### src/rtl/timer_counter.sv
// Memory-mapped down-counting timer with CTRL/PRESET/COUNT registers and a maskable IRQ.
// Optional prescaler on the decrement is enabled by defining TIMER_PRESCALE_EN.
module timer_counter #(
  parameter logic [31:0] RESET_PRESET = 32'd0,
  parameter int          COUNT_W      = 32
) (
  input  logic        clk,
  input  logic        reset,
  input  logic [31:2] Addr,
  input  logic        WE,
  input  logic [31:0] Din,
  output logic [31:0] Dout,
  output logic        IRQ
);

  typedef enum logic [1:0] {
    IDLE,
    LOAD,
    CNT,
    INT
  } state_t;

  localparam logic [COUNT_W-1:0] ONE = COUNT_W'(1);

  state_t               state;
  logic                 en;
  logic [1:0]           mode;
  logic                 im;
  logic [COUNT_W-1:0]   preset;
  logic [COUNT_W-1:0]   count;
  logic                 irq_flag;
  logic                 tick;
  logic [31:0]          ctrl_rd;
  logic                 unused_addr;

`ifdef TIMER_PRESCALE_EN
  logic [1:0] ps;
  logic [2:0] ps_cnt;
  logic [2:0] ps_max;

  always_comb begin
    ps_max = 3'd0;
    case (ps)
      2'd0:    ps_max = 3'd0;
      2'd1:    ps_max = 3'd1;
      2'd2:    ps_max = 3'd3;
      default: ps_max = 3'd7;
    endcase
  end

  assign tick    = (ps_cnt == ps_max);
  assign ctrl_rd = {26'd0, ps, im, mode, en};
`else
  assign tick    = 1'b1;
  assign ctrl_rd = {28'd0, im, mode, en};
`endif

  assign unused_addr = ^Addr[31:4];
  assign IRQ         = im & irq_flag;

  // FSM and register file share one block so a CPU write can override the FSM on the same edge
  always_ff @(posedge clk or posedge reset) begin
    if (reset) begin
      state    <= IDLE;
      en       <= 1'b0;
      mode     <= 2'd0;
      im       <= 1'b0;
      preset   <= RESET_PRESET[COUNT_W-1:0];
      count    <= '0;
      irq_flag <= 1'b0;
`ifdef TIMER_PRESCALE_EN
      ps       <= 2'd0;
      ps_cnt   <= 3'd0;
`endif
    end else begin
      case (state)
        IDLE: begin
          if (en) state <= LOAD;
        end
        LOAD: begin
          count <= preset;
          state <= CNT;
`ifdef TIMER_PRESCALE_EN
          ps_cnt <= 3'd0;
`endif
        end
        CNT: begin
          if (!en) begin
            state <= IDLE;
          end else if (tick) begin
            if (count > ONE) begin
              count <= count - ONE;
            end else begin
              count    <= '0;
              irq_flag <= 1'b1;
              state    <= INT;
            end
          end
`ifdef TIMER_PRESCALE_EN
          if (tick) ps_cnt <= 3'd0;
          else      ps_cnt <= ps_cnt + 3'd1;
`endif
        end
        INT: begin
          // auto-reload drops the flag and leaves EN set so IDLE reloads; one-shot stops
          if (mode == 2'd1) irq_flag <= 1'b0;
          else              en       <= 1'b0;
          state <= IDLE;
        end
        default: state <= IDLE;
      endcase

      if (WE) begin
        case (Addr[3:2])
          2'b00: begin
            en       <= Din[0];
            mode     <= Din[2:1];
            im       <= Din[3];
            irq_flag <= 1'b0;
`ifdef TIMER_PRESCALE_EN
            ps       <= Din[5:4];
`endif
          end
          2'b01: begin
            preset   <= Din[COUNT_W-1:0];
            irq_flag <= 1'b0;
          end
          default: ;
        endcase
      end
    end
  end

  always_comb begin
    Dout = 32'd0;
    case (Addr[3:2])
      2'b00:   Dout = ctrl_rd;
      2'b01:   Dout[COUNT_W-1:0] = preset;
      2'b10:   Dout[COUNT_W-1:0] = count;
      default: Dout = 32'd0;
    endcase
  end

endmodule
### config.mk
export PLATFORM = sky130hd
export DESIGN_NAME = timer_counter
export DESIGN_NICKNAME = d
export VERILOG_FILES = /design/src/rtl/timer_counter.sv
export SDC_FILE = /design/constraint.sdc
export NUM_CORES = 1
export LEC_CHECK = 0
export CAP_MARGIN = 20
export CORE_ASPECT_RATIO = 0.7
export CORE_MARGIN = 1.5
export CORE_UTILIZATION = 37
export CTS_BUF_LIST = sky130_fd_sc_hd__clkbuf_4 sky130_fd_sc_hd__clkbuf_8
export DETAILED_ROUTE_END_ITERATION = 10
export PLACE_DENSITY = 0.63
export SYNTH_ARGS = -nofsm -noshare
export SYNTH_HDL_FRONTEND = slang
export SYNTH_SLANG_ARGS = --single-unit
### constraint.sdc
create_clock -name clk -period 2.6 [get_ports clk]
set_input_delay 0.52 -clock clk [delete_from_list [all_inputs] [get_ports clk]]
set_output_delay 0.52 -clock clk [all_outputs]
set_load 0.005 [all_outputs]
### Word level (Yosys, flattened, before mapping)

Cells that the tools add are included.

| operators by class | value |
|---|---|
| $add $sub $neg | 1 |
| multipliers | 0 |
| div/mod/pow operators | 0 |
| $lt $le $gt $ge | 1 |
| eq/ne operators | 9 |
| shifts and indexed selects | 0 |
| mux-type cells | 18 |
| bitwise gates (word level) | 1 |
| reductions and logical operators | 8 |

Operator list:

| cell | number |
|---|---|
| $pmux W32 S3 | 1 |
| $mux W32 | 2 |
| $pmux W32 S2 | 1 |
| $gt A32 B1 Y1 const B | 1 |
| $sub A32 B1 Y32 const B | 1 |
| $mux W1 | 9 |
| $pmux W2 S4 | 1 |
| $reduce_and A2 Y1 | 4 |
| $eq A2 B1 Y1 const B | 3 |
| $eq A2 B2 Y1 const B | 3 |
| $mux W2 | 3 |
| $logic_not A2 Y1 | 2 |
| $ne A2 B2 Y1 const B | 2 |
| $ne A3 B3 Y1 const B | 1 |
| $pmux W1 S2 | 1 |
| $reduce_bool A2 Y1 | 1 |
| $reduce_or A2 Y1 | 1 |
| $and A1 B1 Y1 | 1 |

| storage, ports and cells | value |
|---|---|
| register bits after elaboration | 71 |
| bits in latches | 0 |
| memory bits (writable) | 0 |
| memory bits (read-only) | 0 |
| input bits | 65 |
| output and inout port bits | 33 |
| logic and storage cells | 45 |
| memories kept | 0 |

### Depth between registers and ports, before layout

| logic depth | value |
|---|---|
| depth after elaboration | 6 |
| depth in mapped cells | 9 |
| depth with buffers taken out | 7 |

### Worst setup path after synthesis

No wires, ideal clock.

| timing path | value |
|---|---|
| path kind | input to output |
| start point | input Addr[3] in the netlist's numbering |
| end point | output Dout[10] |
| data arrival time | 1.687 ns |
| required time | 2.080 ns |
| slack | 0.393 ns |
| stages on the path | 5 |
| path buffers | 3 |
| cell sequence | clkbuf_1 nor2b_1 clkbuf_1 buf_1 a22o_1 |

| on the way | value |
|---|---|
| longest elaborated chain between the ends | 2 |
| elaborated cells between the ends (all ways) | 4 |
| classes of those cells | eq/ne: 2; mux: 1; reduce/logical: 1 |

RTL lines:

| element | line | RTL |
|---|---|---|
| start: declaration | 9 | `input logic [31:2] Addr,` |
| $eq A2 B2 Y1 (tied with other cells) | 136 | `case (Addr[3:2])` |
| $pmux W32 S3 (*) | 136 |  |
| end: declaration | 12 | `output logic [31:0] Dout,` |

Mark *: on every way between the ends. The rest lies on a longest branch, timed or not.

### Worst setup path after layout

| timing path | value |
|---|---|
| start point | input Addr[2] in the netlist's numbering |
| end point | output Dout[8] |

Same word-level chain as after synthesis.

==> summary.txt <==
Detailed routing
  – Drt via density: 5.663
  – DRC viols: 0
  – DRT iter0 DRCs: about 230
  – Detailed Route WL: 11,450 um
  – Routed WL per cell: ~18 um
  – Drt pass-1 iters: 5
  – DR vias: roughly 3,600
  – ANT nets after route: 0

Clocking
  – Hold-fix buffers at CTS: 0
  – Buffer count from post-CTS setup fixing: 0
  – Clock Latency Late Sink: about 360 ps
  – Clk slew on worst S/H paths: around 70 ps
  – CTS root buf: clkbuf_8
  – Clk sink count: 71
  – Clock buffer depth: 2
  – TritonCTS Buffers: 9
  – H-tree Lvls: 3
  – CTS tree: built

Logic synthesis
  – Xor-xnor portion of the synthesized cell area: 0%
  – Syn_nets: around 470
  – Area contributors post-synth: dfrtp_1, mux2_2, a22o_1
  – Post-synth EDFFs: 0
  – Mapped cell area: 4089 um^2
  – Ys flop type: dfrtp_1
  – Count leader, synth: dfrtp_1
  – Top-area cell type share of the netlist area: approximately 43%
  – Synth area leader: dfrtp_1
  – Synthesis Warnings: 0
  – Synth Area in Adders: 0.6120%
  – Asr flop ratio synth: 100.0%
  – Mux contribution to synthesized area: 12.09%
  – Post-synthesis compound-gate area fraction: 21.39%
  – Mean post-synth cell area: 10.10 um^2
  – Post-Syn Instances: 405
  – FF+latch count, synth: 71
  – Most instantiated cells after synthesis: dfrtp_1, mux2_2, a22o_1
  – Largest family of logic cells by synthesized area: compound AO/OA/AOI/OAI gates
  – Sequential cell area fraction in the yosys report: a little over two fifths
  – Synth Area in Simple Gates: between 10% and 20%
  – Distinct cells, synth: 50

Timing
  – # setup viols final: 0
  – Clock Skews: 10.09 ps
  – Final Critical Period: approximately 2500 ps
  – Slew @ Worst Pin: approximately 730 ps
  – Slew Viols, Final: 0
  – Worst slew margin: 51.29%
  – Hold Fails Final Rpt: 0
  – Post-Route Setup TNS: 0 ps
  – Final period util: between 90 and 100%
  – RSZ-0062 raised after global routing: no
  – Highest Clock Rate: approximately 410 MHz

Run status
  – Status: complete, no violations

Power and ir drop
  – Pwr dens: 940.7 nW/um^2
  – Leakage: between 2 and 2.5 nW
  – Max VDD drop: 323.5 uV

Worst setup path
  – Reg-to-reg slack, setup: approximately 180 ps
  – Setup CP Type: in -> out
  – Worst path cell trace: dlygate4sd2_1 > nor2b_4 > bufbuf_16 > a22o_1 > clkdlybuf4s50_1
  – Data arrival, critical path: roughly 1900 ps
  – R2R cell count: 7
  – CP Capture Type: output port
  – CP max stage cell: clkdlybuf4s50_1
  – Worst Setup Start Kind: primary input
  – Max Fanout on Critical Path: 14
  – Worst reg2reg endpoint: count[30]
  – Crit path required time: about 2100 ps
  – Crit-path max cell delay: 500 ps
  – Crit Reg-Reg Startpoint: count[0]

Placed design
  – Routability-driven placement congestion ratio: just under 0.9
  – Buffers on Ports: slightly below 70
  – Dpl hpwl: 7875 um
  – Cell Count Post-Placement: 618

Die
  – Initial core utilization: 38.76%
  – Die Span X: 128.6 um
  – Core Area: approximately 11,000 um^2
  – Boundary pin count: between 90 and 100
  – Die ar.: 11,700 um^2
  – Std cell rows: 31
  – Chip height: a little over 90 um

Job
  – Max-Cap Viols: 0

Cells and area
  – Synth-to-Final Area Change: 30.02%
  – # fillers: around 980
  – Share of cells above drive strength 1: between 20% and 30%
  – NumNets Final: roughly 550
  – Fin cells: between 600 and 700
  – # diodes: 0

Global routing
  – Gr ovfl total: 0
  – Vias in the first global route: about 3,500
  – Antenna violations before repair: 0
  – Largest net degree at the start of global routing: 72
  – First-pass GRT wire length: 18,470 um
  – Total track usage: between 20% and 30%

Hold path
  – Worst hold endpoint: mode[1]
  – Worst hold path type: reg -> reg
  – Hold wc startpoint: mode[1]
  – Worst hold path cell count: 1
==> routing by layer <==
| metal | track usage, % | routed length [um] | part of all wire [%] | vias to the layer above |
|---|---|---|---|---|
| li1 | - | - | - | 1714 |
| met2 | 30.66 | 5097 | 44 | 118 |
| met4 | 4.682 | 91 | 0.79 | 0 |
| met5 | 0 | 0 | 0 | - |
| met1 | 29.13 | 5613 | 49 | 1753 |
| met3 | 5.009 | 652 | 5.7 | 11 |
==> sequential cells by signal, indices dropped and copies added (netlist names) <==
register / flops
count: 32
preset: 32
mode: 2
state: 2
en: 1
im: 1
irq_flag: 1
==> per-stage QoR <==
stage / worst slack [ps] / util [%] / hold slack (ps) / area [um^2] / total power [mW]
after floorplan: 283.4 / - / 476.3 / 4089 / 3.334
after global routing: 55.26 / 50.39 / 562.5 / 5316 / 5.356
after global placement: -110.9 / 48.42 / 513.8 / 5109 / 4.136
after detailed placement: -104.9 / 48.42 / 513.9 / 5109 / 4.204
final: 149.6 / 50.39 / 525.4 / 5316 / 5.001
after CTS: 20.34 / 50.43 / 531.7 / 5320 / 5.012
==> layout make-up <==
| cell class | instances | area [um^2] | area share (%) |
|---|---|---|---|
| inverters | 10 | 37.54 | 0.7060 |
| multi-input cells | 293 | 2163 | 40.69 |
| clock buffers | 11 | 138.9 | 2.612 |
| repair buffers | 97 | 989.7 | 18.62 |
| clock inverters | 5 | 25.02 | 0.4707 |
| well taps | 148 | 185.2 | 3.483 |
| flip-flops and latches | 71 | 1777 | 33.42 |
==> placed cells by master (no fill, tap or decap), types with 3 or more instances in the layout <==
| master | count |
|---|---|
| dfrtp_1 | 71 |
| clkdlybuf4s50_1 | 67 |
| mux2_2 | 35 |
| a22o_1 | 33 |
| nand2_1 | 26 |
| buf_4 | 20 |
| nor2_1 | 19 |
| nand3_1 | 18 |
| o21ai_1 | 14 |
| a21oi_1 | 14 |
| nor3_1 | 13 |
| mux2i_1 | 10 |
| inv_1 | 9 |
| o22ai_1 | 9 |
| clkbuf_8 | 9 |
| o21ai_0 | 8 |
| nor4_1 | 7 |
| nand4_1 | 7 |
| or3_1 | 6 |
| a22oi_1 | 6 |
| or4_1 | 5 |
| o31a_1 | 5 |
| a32oi_1 | 5 |
| a221o_1 | 5 |
| clkinv_2 | 5 |
| buf_12 | 5 |
| nor2b_1 | 4 |
| o41ai_1 | 4 |
| nor3_2 | 3 |
| nor4_2 | 3 |
| nand2b_1 | 3 |
| o31ai_1 | 3 |
==> report_power, final <==
| part | switching, mW | internal (mW) |
|---|---|---|
| Clock | 0.420 | 0.359 |
| Sequential | 0.561 | 1.47 |
| Combinational | 1.10 | 1.09 |
| Total | 2.08 | 2.92 |
==> what timing repair did <==
action	CTS	global route
gates cloned	1	0
pin swaps	0	0
resized for setup	6	2
setup endpoints to repair	32	14
==> how the worst max path moves through the flow <==
stage                            to  cells past startpoint  slack, ps      from
after floorplan            count[0]                      1        280     reset
after global placement     Dout[29]                      5       -110   Addr[3]
after detailed placement   Dout[29]                      5       -100   Addr[2]
after CTS                   Dout[8]                      5         20   Addr[3]
after global routing      count[30]                      7         60  count[0]
final                       Dout[8]                      5        150   Addr[2]
==> worst max-delay path, delay by kind of cell <==
| kind | cells | cell delay (ps) |
|---|---|---|
| and+or+nand+nor | 1 | 180 |
| buffers and inverters | 3 | 1090 |
| AOI/OAI and AO/OA | 1 | 140 |
==> cell families after synthesis <==
kind of cell | Yosys count
compound gates | 118
fa+ha+maj | 2
buf+inv | 41
flops | 71
mux | 45
simple gates | 128
(Power assumes the default switching activity.)
